===== src/rtl/sonic_dma_irq_pkg.sv =====
// sonic_dma_irq_pkg: shared FSM state type, count width and ring occupancy helper.
// Revision 1.0
`default_nettype none

package sonic_dma_irq_pkg;

  localparam int unsigned CNT_W = 32;

  typedef enum logic [1:0] {
    IDLE  = 2'd0,
    ARMED = 2'd1,
    FIRE  = 2'd2
  } irq_state_e;

  // Out-of-range pointers report an empty ring rather than a bogus count.
  function automatic logic [CNT_W-1:0] ring_occupancy(
    input logic [CNT_W-1:0] wr_ptr,
    input logic [CNT_W-1:0] rd_ptr,
    input logic [CNT_W-1:0] depth
  );
    if ((wr_ptr >= depth) || (rd_ptr >= depth)) begin
      return '0;
    end else if (wr_ptr >= rd_ptr) begin
      return wr_ptr - rd_ptr;
    end else begin
      return wr_ptr + depth - rd_ptr;
    end
  endfunction

endpackage

`default_nettype wire


===== src/rtl/sonic_dma_irq_chan.sv =====
// sonic_dma_irq_chan: one ring's occupancy register and IDLE/ARMED/FIRE coalescing FSM.
// Revision 1.0 -- SONIC_IRQ_TIMEOUT_EN builds the ARMED timeout timer.
`default_nettype none

module sonic_dma_irq_chan
  import sonic_dma_irq_pkg::*;
#(
  parameter int PTR_W      = 15,
  parameter int RING_DEPTH = 25600,
  parameter int TMO_W      = 16
) (
  input  logic             clk_in,
  input  logic             rstn,
  input  logic [PTR_W-1:0] wp,
  input  logic [PTR_W-1:0] rp,
  input  logic [PTR_W-1:0] threshold,
  input  logic [TMO_W-1:0] timeout,
  input  logic             ack,
  output logic [CNT_W-1:0] avail,
  output logic             status
);

  logic [CNT_W-1:0] avail_d, avail_q;
  logic [CNT_W-1:0] thr_eff;
  irq_state_e       state_d, state_q;
  logic             status_d, status_q;
  logic             tmo_hit;

`ifdef SONIC_IRQ_TIMEOUT_EN
  logic [TMO_W-1:0] timer_d, timer_q;

  // Compare against the post-increment value so FIRE lands exactly timeout cycles after entry.
  assign tmo_hit = (timeout != '0) &&
                   (({1'b0, timer_q} + {{TMO_W{1'b0}}, 1'b1}) >= {1'b0, timeout});
`else
  logic unused_timeout;
  assign unused_timeout = ^timeout;
  assign tmo_hit        = 1'b0;
`endif

  assign thr_eff = (threshold == '0) ? CNT_W'(1) : CNT_W'(threshold);

  always_comb begin
    avail_d = ring_occupancy(CNT_W'(wp), CNT_W'(rp), CNT_W'(RING_DEPTH));
    state_d = state_q;
`ifdef SONIC_IRQ_TIMEOUT_EN
    timer_d = timer_q;
`endif
    case (state_q)
      IDLE: begin
        if (avail_q >= thr_eff) begin
          state_d = FIRE;
        end else if (avail_q != '0) begin
          state_d = ARMED;
`ifdef SONIC_IRQ_TIMEOUT_EN
          timer_d = '0;
`endif
        end
      end
      ARMED: begin
        if (avail_q >= thr_eff) begin
          state_d = FIRE;
        end else if (avail_q == '0) begin
          state_d = IDLE;
        end else if (tmo_hit) begin
          state_d = FIRE;
        end else begin
`ifdef SONIC_IRQ_TIMEOUT_EN
          timer_d = (timer_q == '1) ? timer_q : timer_q + TMO_W'(1);
`endif
        end
      end
      FIRE: begin
        if (ack) begin
          state_d = IDLE;
        end
      end
      default: state_d = IDLE;
    endcase
    status_d = (state_d == FIRE);
  end

  always_ff @(posedge clk_in or negedge rstn) begin
    if (!rstn) begin
      avail_q  <= '0;
      state_q  <= IDLE;
      status_q <= 1'b0;
`ifdef SONIC_IRQ_TIMEOUT_EN
      timer_q  <= '0;
`endif
    end else begin
      avail_q  <= avail_d;
      state_q  <= state_d;
      status_q <= status_d;
`ifdef SONIC_IRQ_TIMEOUT_EN
      timer_q  <= timer_d;
`endif
    end
  end

  assign avail  = avail_q;
  assign status = status_q;

endmodule

`default_nettype wire


===== src/rtl/sonic_dma_irq_coalescer.sv =====
// sonic_dma_irq_coalescer: per-channel DMA ring occupancy and coalesced interrupt generation.
// Revision 1.0 -- SONIC_IRQ_TIMEOUT_EN enables the per-channel coalescing timeout.
`default_nettype none

module sonic_dma_irq_coalescer
  import sonic_dma_irq_pkg::*;
#(
  parameter int NUM_CH     = 4,
  parameter int PTR_W      = 15,
  parameter int RING_DEPTH = 25600,
  parameter int TMO_W      = 16
) (
  input  logic                    clk_in,
  input  logic                    rstn,
  input  logic [NUM_CH*PTR_W-1:0] wp,
  input  logic [NUM_CH*PTR_W-1:0] rp,
  input  logic [PTR_W-1:0]        irq_threshold,
  input  logic [TMO_W-1:0]        irq_timeout,
  input  logic [NUM_CH-1:0]       irq_mask,
  input  logic [NUM_CH-1:0]       irq_ack,
  output logic [NUM_CH*CNT_W-1:0] data_available,
  output logic [NUM_CH-1:0]       irq_status,
  output logic                    irq
);

  for (genvar c = 0; c < NUM_CH; c++) begin : g_chan
    sonic_dma_irq_chan #(
      .PTR_W      (PTR_W),
      .RING_DEPTH (RING_DEPTH),
      .TMO_W      (TMO_W)
    ) u_chan (
      .clk_in    (clk_in),
      .rstn      (rstn),
      .wp        (wp[c*PTR_W +: PTR_W]),
      .rp        (rp[c*PTR_W +: PTR_W]),
      .threshold (irq_threshold),
      .timeout   (irq_timeout),
      .ack       (irq_ack[c]),
      .avail     (data_available[c*CNT_W +: CNT_W]),
      .status    (irq_status[c])
    );
  end

  // Mask only gates the summary line so pending state is never lost while masked.
  assign irq = |(irq_status & irq_mask);

endmodule

`default_nettype wire


===== config.mk =====
export PLATFORM = sky130hd
export DESIGN_NAME = sonic_dma_irq_coalescer
export DESIGN_NICKNAME = d
export VERILOG_FILES = /design/src/rtl/sonic_dma_irq_pkg.sv /design/src/rtl/sonic_dma_irq_chan.sv /design/src/rtl/sonic_dma_irq_coalescer.sv
export SDC_FILE = /design/constraint.sdc
export NUM_CORES = 1
export LEC_CHECK = 0
export ABC_AREA = 1
export ABC_CLOCK_PERIOD_IN_PS = 3580
export CORE_MARGIN = 2
export CORE_UTILIZATION = 24
export CTS_CLUSTER_DIAMETER = 40
export DETAILED_ROUTE_END_ITERATION = 16
export GPL_ROUTABILITY_DRIVEN = 0
export GPL_TIMING_DRIVEN = 1
export PLACE_DENSITY_LB_ADDON = 0.25
export SYNTH_ARGS = -nofsm -noshare
export SYNTH_HDL_FRONTEND = slang
export SYNTH_SLANG_ARGS = --single-unit

===== constraint.sdc =====
create_clock -name clk_in -period 3.58 [get_ports clk_in]
set_clock_uncertainty 0.1 [all_clocks]
set_input_delay 0.716 -clock clk_in [delete_from_list [all_inputs] [get_ports clk_in]]
set_output_delay 0.716 -clock clk_in [all_outputs]
set_load 0.02 [all_outputs]

# After elaboration in Yosys (flattened, before gate mapping)
# Index checks and enable logic that the tools add are counted.
# word_totals
register_bits	140
inputBits	161
out_inout_bits	133
# op_classes
add_sub_neg	12
n_lt_le_gt_ge	16
eq_ne	12
n_mux	33
bitwise_logic	1
n_reduce_logical	18
# ops
cell	n
$mux 32	8
$logic_not 32->1	4
$reduce_bool 32->1	4
$sub 32x15->32	4
$ge 15x15->1 const B	8
$ge 32x32->1	3
$add 15x15->16 const B	4
$sub 15x15->16	4
$ge 15x15->1	4
$mux 2	20
$ge 32x15->1	1
$pmux 2 s3	4
$eq 2x2->1 const B	8
$logic_not 15->1	1
$mux 15	1
$eq 2x1->1 const B	4
$logic_not 2->1	4
$and 4x4->4	1
$logic_or 1x1->1	4
$reduce_or 4->1	1

# Logic depth before layout (Yosys ltp)
# logic_depth
word_depth	6
ltp_mapped	15

# Cells and area by module
# From an unflattened synthesis, not the netlist that was laid out.
# hier_totals
hier_cells	2051
hier_area_um2	13339.0
# by_module_without_submodules
mod	instances	cells_per_inst	area_per_inst_um2	seq_area_each_um2
sonic_dma_irq_chan at g_chan[0].u_chan ...	2	509	3326.9	500.5
sonic_dma_irq_chan at g_chan[3].u_chan	1	515	3339.5	500.5
sonic_dma_irq_chan at g_chan[1].u_chan	1	509	3311.9	500.5
sonic_dma_irq_coalescer	1	9	33.8	0.0

# Worst setup path after synthesis
# OpenSTA, ideal clock, no wires.
# synth_timing
path_kind	input-to-reg
start	input wp[10]
end	register g_chan[0].u_chan.avail_q[15]
setup_time_ns	0.117
t_arrival_ns	2.392
t_required_ns	3.363
setup_slack_ns	0.971
stages	13
n_path_buf	0
cell_sequence	ha_1 > a21oi_1 > xor2_1 > ha_1 > nand2_1 > nor2_1 > inv_1 > o21ai_1 > a31oi_1 > ha_1 > inv_1 > nor2_1 > nor2_1
# synth_between
elab_chain_len	4
# synth_lines
element	line_no	rtl
from (decl)	sonic_dma_irq_coalescer.sv:15	input logic [NUM_CH*PTR_W-1:0] wp,
$add 15x15->16	sonic_dma_irq_pkg.sv:26	return wr_ptr + depth - rd_ptr;
$sub 32x15->32	sonic_dma_irq_pkg.sv:26	
$mux 32	sonic_dma_irq_pkg.sv:23	end else if (wr_ptr >= rd_ptr) begin
$mux 32 (*)	sonic_dma_irq_pkg.sv:21	if ((wr_ptr >= depth) || (rd_ptr >= depth)) begin
net g_chan[0].u_chan.avail_d[15]	sonic_dma_irq_chan.sv:23	logic [CNT_W-1:0] avail_d, avail_q;
to (signal assigned)	sonic_dma_irq_chan.sv:92	avail_q <= avail_d;
to (decl)	sonic_dma_irq_chan.sv:23	
# Mark *: on every way through the listed nets, which the timed path passes. The rest lies on a longest branch.

# Worst setup path after layout
# layout_timing
start	input irq_mask[3]
end	output irq
# layout_between
elab_chain_len	2
# layout_lines
element	line_no	rtl
from (decl)	sonic_dma_irq_coalescer.sv:19	input logic [NUM_CH-1:0] irq_mask,
$and 4x4->4	sonic_dma_irq_coalescer.sv:45	assign irq = |(irq_status & irq_mask);
$reduce_or 4->1	sonic_dma_irq_coalescer.sv:45	
to (decl)	sonic_dma_irq_coalescer.sv:23	output logic irq
# No other way between the ends.

==> results by stage <==
Route:
- The detailed router placed between 10000 and 15000 vias in this run.
- After detailed routing, the total wire length is 44600 um.
- The detailed route wirelength on metal3 is 2780 um.
- The post-route DRC violation count is 0.
- In the detailed route, the total length drawn on met2 is ~21000 um.
- The detailed router finished its first iteration with 639 violations.
- The remaining antenna violation count is 0.
- For this block, wires on met1 add up to between 15000 and 20000 um.
- The detailed-route wire length per cell is 15.4 um.
- The pre-antenna-repair detailed-routing pass consisted of 6 iterations.
- The highest metal layer carrying signal wires in the routed design is met5.
- Using the TritonRoute via totals, the vias-per-cell ratio works out to roughly 4.4.

Worst setup path:
- The family with the most delay on the worst path is buffers and inverters.
- Among the stages of the critical path, the cell type that occurs most often is clkdlybuf4s50_1.
- The cell type of the slowest stage on the worst timing path is clkdlybuf4s50_1.
- The number of buffers and inverters on the critical path is 2.
- The end of the worst register-to-register path is g_chan[2].u_chan.state_q[1]$_DFF_PN0_.
- The category of the worst setup path capture point is a primary output.
- At the worst endpoint, the required time is around 2.8 ns.
- The kind of start point of the critical path is an input port.
- The worst register-to-register path has a setup slack of about 1.8 ns.
- The worst setup path is of the input port to primary output kind.
- The largest single stage delay on the critical path is 0.66 ns.
- The critical path starts at irq_mask[3].
- At the worst endpoint, the arrival time is around 2.3 ns.
- The number of cells on the worst reg-to-reg path is 7.
- The maximum net fanout on the critical path is 1.
- The worst register-to-register path begins at g_chan[2].u_chan.avail[26]$_DFF_PN0_.
- The depth of the critical timing path with buffers and inverters included is 4.
- Traced cell by cell, the critical path runs through clkdlybuf4s50_1 > nand2_1 > nand4_1 > clkdlybuf4s50_1.
- The capturing instance or port of the critical path is irq.

Clocking:
- Post-CTS timing repair inserted 0 buffers for setup.
- The number of gates given a new drive strength after cts is 0.
- The clock buffer count from CTS is 17.
- The number of H-tree levels is 4.
- The number of buffers inserted by hold repair at cts is 0.
- Clock-pin slew was measured on the worst setup and hold paths at 0.06 ns.
- For this design, the sink count on the clock tree is ~140.
- The maximum number of buffers from clock root to sink is 2.
- The clock root buffer master is clkbuf_16.
- TritonCTS built the clock tree.
- At the later pin of the worst-skew pair, clock insertion delay measures around 0.47 ns.

Timing:
- At the pin with the least slew margin, the transition time is slightly above 0.7 ns.
- The final-report hold violation count came to 0.
- The shortest period the worst path allows is around 3 ns.
- The final period utilization is 0.858.
- Derived from the worst setup path, the maximum achievable clock frequency is 326 MHz.
- Adding up every negative setup slack in the final design gives 0 ns.
- Setup repair after global routing left no endpoint under its margin.
- The max-slew violation count is 0.
- Across all hold checks on the routed design, the worst slack comes to between 0.15 and 0.2 ns.
- The count of final setup violators is 0.
- In this run the tightest slew margin relative to its limit is 0.515.

Die:
- The region available for standard cell placement spans between 50000 and 60000 sq um.
- The die outline area is 54900 sq um.
- The number of rows in the core area is 84.
- The initial utilization of the core area, before any placement, comes to 0.242.
- The overall die height is between 200 and 250 um.
- In this run the horizontal extent of the chip is roughly 230 um.
- The I/O pin count is a little under 300.

Logic synthesis:
- The sequential-to-total area share from yosys stat is 0.267.
- The cell area that synthesis handed to floorplanning was around 13000 sq um.
- Of the total synthesized cell area, the portion taken by full adders, half adders and majority gates is 0.156.
- The multiplexer area fraction after synthesis is 0.
- By area the synthesized netlist is led by dfrtp_1 (27%), ha_1 (15%), nand2_1 (15%).
- The count of distinct cell types in the synthesized netlist is 43.
- Of the total synthesized cell area, the portion taken by XOR and XNOR cells is 0.0255.
- The number of nets handed over by synthesis was 2220.
- By area, the combinational part of the netlist is dominated by simple AND/OR/NAND/NOR gates.
- Of all cell types, the one taking the most synthesized area is dfrtp_1.
- The instance count of the mapped netlist is between 1500 and 2000.
- The register bit total from synthesis is 136.
- The area fraction in and, or, nand and nor cells after synthesis is 0.358.
- The area fraction in compound gates after synthesis was 0.0728.
- Yosys printed 0 warnings.
- The share of synthesized area in the top cell type comes to 0.267.
- Dividing the synthesized area by the synthesized cell count gives 6.69 sq um.

Power and ir drop:
- The combinational cell fraction of total power is 0.425.
- The internal portion of the total power is between 0.004 and 0.005 W.
- The power consumption is between 0.006 and 0.007 W.
- Of the total power, the share spent switching nets is 0.396.
- The proportion of power drawn by flip-flops and latches is 0.297.
- For this design the ratio of total power to cell area is 402 nW/um^2.
- In this run the static leakage power is about 9 nW.
- The power share of the clock group is 0.278.
- In this run the power spent charging and discharging nets is about 0.0027 W.
- IR analysis of the VDD net gives a maximum drop of ~0.34 mV.

Finish:
- The design area is 16900 sq um.
- Of the cells placed in the final design, the portion with a size suffix greater than 1 is 0.0648.
- For this run, the number of standard cells in the final layout without fillers is roughly 2900.
- Relative to the synthesized area, the layout overhead comes to 33.0%.
- At the end of the flow, the number of nets in the layout was about 2500.
- The number of filler cells placed in the layout is approximately 5700.

Min path:
- The tightest min-delay check is of the input port to async pin type.

GRT:
- The via count of the first global-routing pass was 12500.
- The global-route congestion overflow total is 0.
- The largest net degree at the start of global routing is 69.
- In the global route stage, overall resource usage came out at 0.166.
- The initial antenna violation count is 7.
- The wire length of the first global-routing pass is ~70000 um.

Flow run:
- The number of violations of the max-capacitance limit is 0.

Place:
- The number of I/O port buffers is between 200 and 300.
- In this run the cell area measured after placement is approximately 16000 sq um.
- The HPWL after detailed placement is around 37000 um.
- The post-placement cell count is 2863.

Run status:
- The run finished with clean final reports.
synth_stat cells, drive strengths merged:
cell    instances
nand3         118
a31oi           9
nand2         518
xor2           13
buf            20
nor3           32
nand4          29
o21ai          30
or2             5
fa              4
nand3b          1
nand2b          2
o21a            1
and3            1
ha            152
a311oi          1
a41o            1
inv           357
a21o            2
xnor2          24
a21oi         107
o211ai          3
nor2          313
nor4           19
o21bai          1
and2            1
nor3b           3
dfrtp         136
final cells by class:
cell class | count | area, sq um | area share
multi-input cells | 1390 | 7790 | 0.460
flip-flops and latches | 136 | 3400 | 0.201
repair buffers | 292 | 2900 | 0.171
inverters | 357 | 1340 | 0.0792
well taps | 688 | 861 | 0.0509
clock buffers | 19 | 453 | 0.0268
clock inverters | 13 | 169 | 0.00998
diodes | 4 | 10.0 | 0.000591
layout by cell type, fill, tap and decap left out, types with 3 or more instances in the layout:
| cell type | synthesis | layout |
|---|---|---|
| a21oi_1 | 95 | 95 |
| a21oi_2 | 5 | 5 |
| a21oi_4 | 7 | 7 |
| a31oi_1 | 9 | 9 |
| buf_4 | 10 | 14 |
| bufinv_16 | 0 | 3 |
| clkbuf_16 | 0 | 17 |
| clkdlybuf4s50_1 | 0 | 276 |
| clkinvlp_4 | 0 | 3 |
| dfrtp_1 | 136 | 136 |
| diode_2 | 0 | 4 |
| fa_1 | 4 | 4 |
| ha_1 | 152 | 152 |
| inv_1 | 336 | 336 |
| inv_2 | 21 | 21 |
| nand2_1 | 494 | 494 |
| nand2_2 | 14 | 14 |
| nand2_4 | 10 | 10 |
| nand3_1 | 110 | 110 |
| nand3_2 | 8 | 8 |
| nand4_1 | 29 | 29 |
| nor2_1 | 293 | 293 |
| nor2_2 | 7 | 7 |
| nor2_4 | 11 | 11 |
| nor3_1 | 29 | 29 |
| nor3_2 | 3 | 3 |
| nor3b_1 | 3 | 3 |
| nor4_1 | 19 | 19 |
| o21ai_0 | 29 | 29 |
| or2_2 | 3 | 3 |
| xnor2_1 | 24 | 24 |
| xor2_1 | 13 | 13 |
power groups by stage:
stage | Clock, W | Sequential (W) | Combinational (W)
6_report | 0.00189 | 0.00202 | 0.00289
5_1_grt | 0.00201 | 0.00205 | 0.00323
4_1_cts | 0.00196 | 0.00203 | 0.00292
3_5_place_dp | 0 | 0.00205 | 0.00290
3_3_place_gp | 0 | 0.00205 | 0.00287
2_1_floorplan | 0 | 0.00223 | 0.00148
per-stage QoR:
| stage | setup slack, ns | util |
|---|---|---|
| final | 0.508 | 0.322 |
| after detailed placement | 0.219 | 0.310 |
| after global placement | 0.213 | 0.310 |
| after global routing | 0.459 | 0.322 |
| after floorplan | 0.971 | - |
| after CTS | 0.498 | 0.322 |
layer usage:
layer / GRT usage / vias to the layer above
met2: 0.276 / 305
met5: 0 / -
met3: 0.0388 / 65
met1: 0.206 / 5781
met4: 0.0649 / 6
li1: - / 6554
cell families (layout without fill, tap and decap cells):
group           after synthesis  count (layout)
buf+inv                     377             681
xor+xnor                     37              37
simple gates               1042            1042
compound gates              155             155
other cells                   0               4
flops                       136             136
fa+ha+maj                   156             156
worst reg2reg max path: cells and delay by family, from the launching register on:
kind | cells | cell delay [ns]
AND/OR/NAND/NOR | 6 | 1.21
flip-flops | 1 | 0.37
buffers and inverters | 1 | 0.04
worst min-delay path by stage:
stage | startpoint | end | slack [ns] | cells after the start
after floorplan | rstn | g_chan[0].u_chan.avail[0]$_DFF_PN0_ | 0.32 | 0
after global routing | rstn | g_chan[0].u_chan.avail[12]$_DFF_PN0_ | 0.20 | 1
final | rstn | g_chan[0].u_chan.avail[9]$_DFF_PN0_ | 0.19 | 1
after global placement | g_chan[2].u_chan.state_q[1]$_DFF_PN0_ | g_chan[2].u_chan.state_q[0]$_DFF_PN0_ | 0.44 | 3
after detailed placement | g_chan[0].u_chan.state_q[0]$_DFF_PN0_ | g_chan[0].u_chan.state_q[1]$_DFF_PN0_ | 0.44 | 3
after CTS | rstn | g_chan[0].u_chan.avail[12]$_DFF_PN0_ | 0.16 | 1
registers in the layout, indices dropped and copies added, names as in the netlist:
| name | flops |
|---|---|
| g_chan.u_chan.avail | 124 |
| g_chan.u_chan.state_q | 8 |
| g_chan.u_chan.status | 4 |
Note: power is estimated with default switching activity, not from simulation.
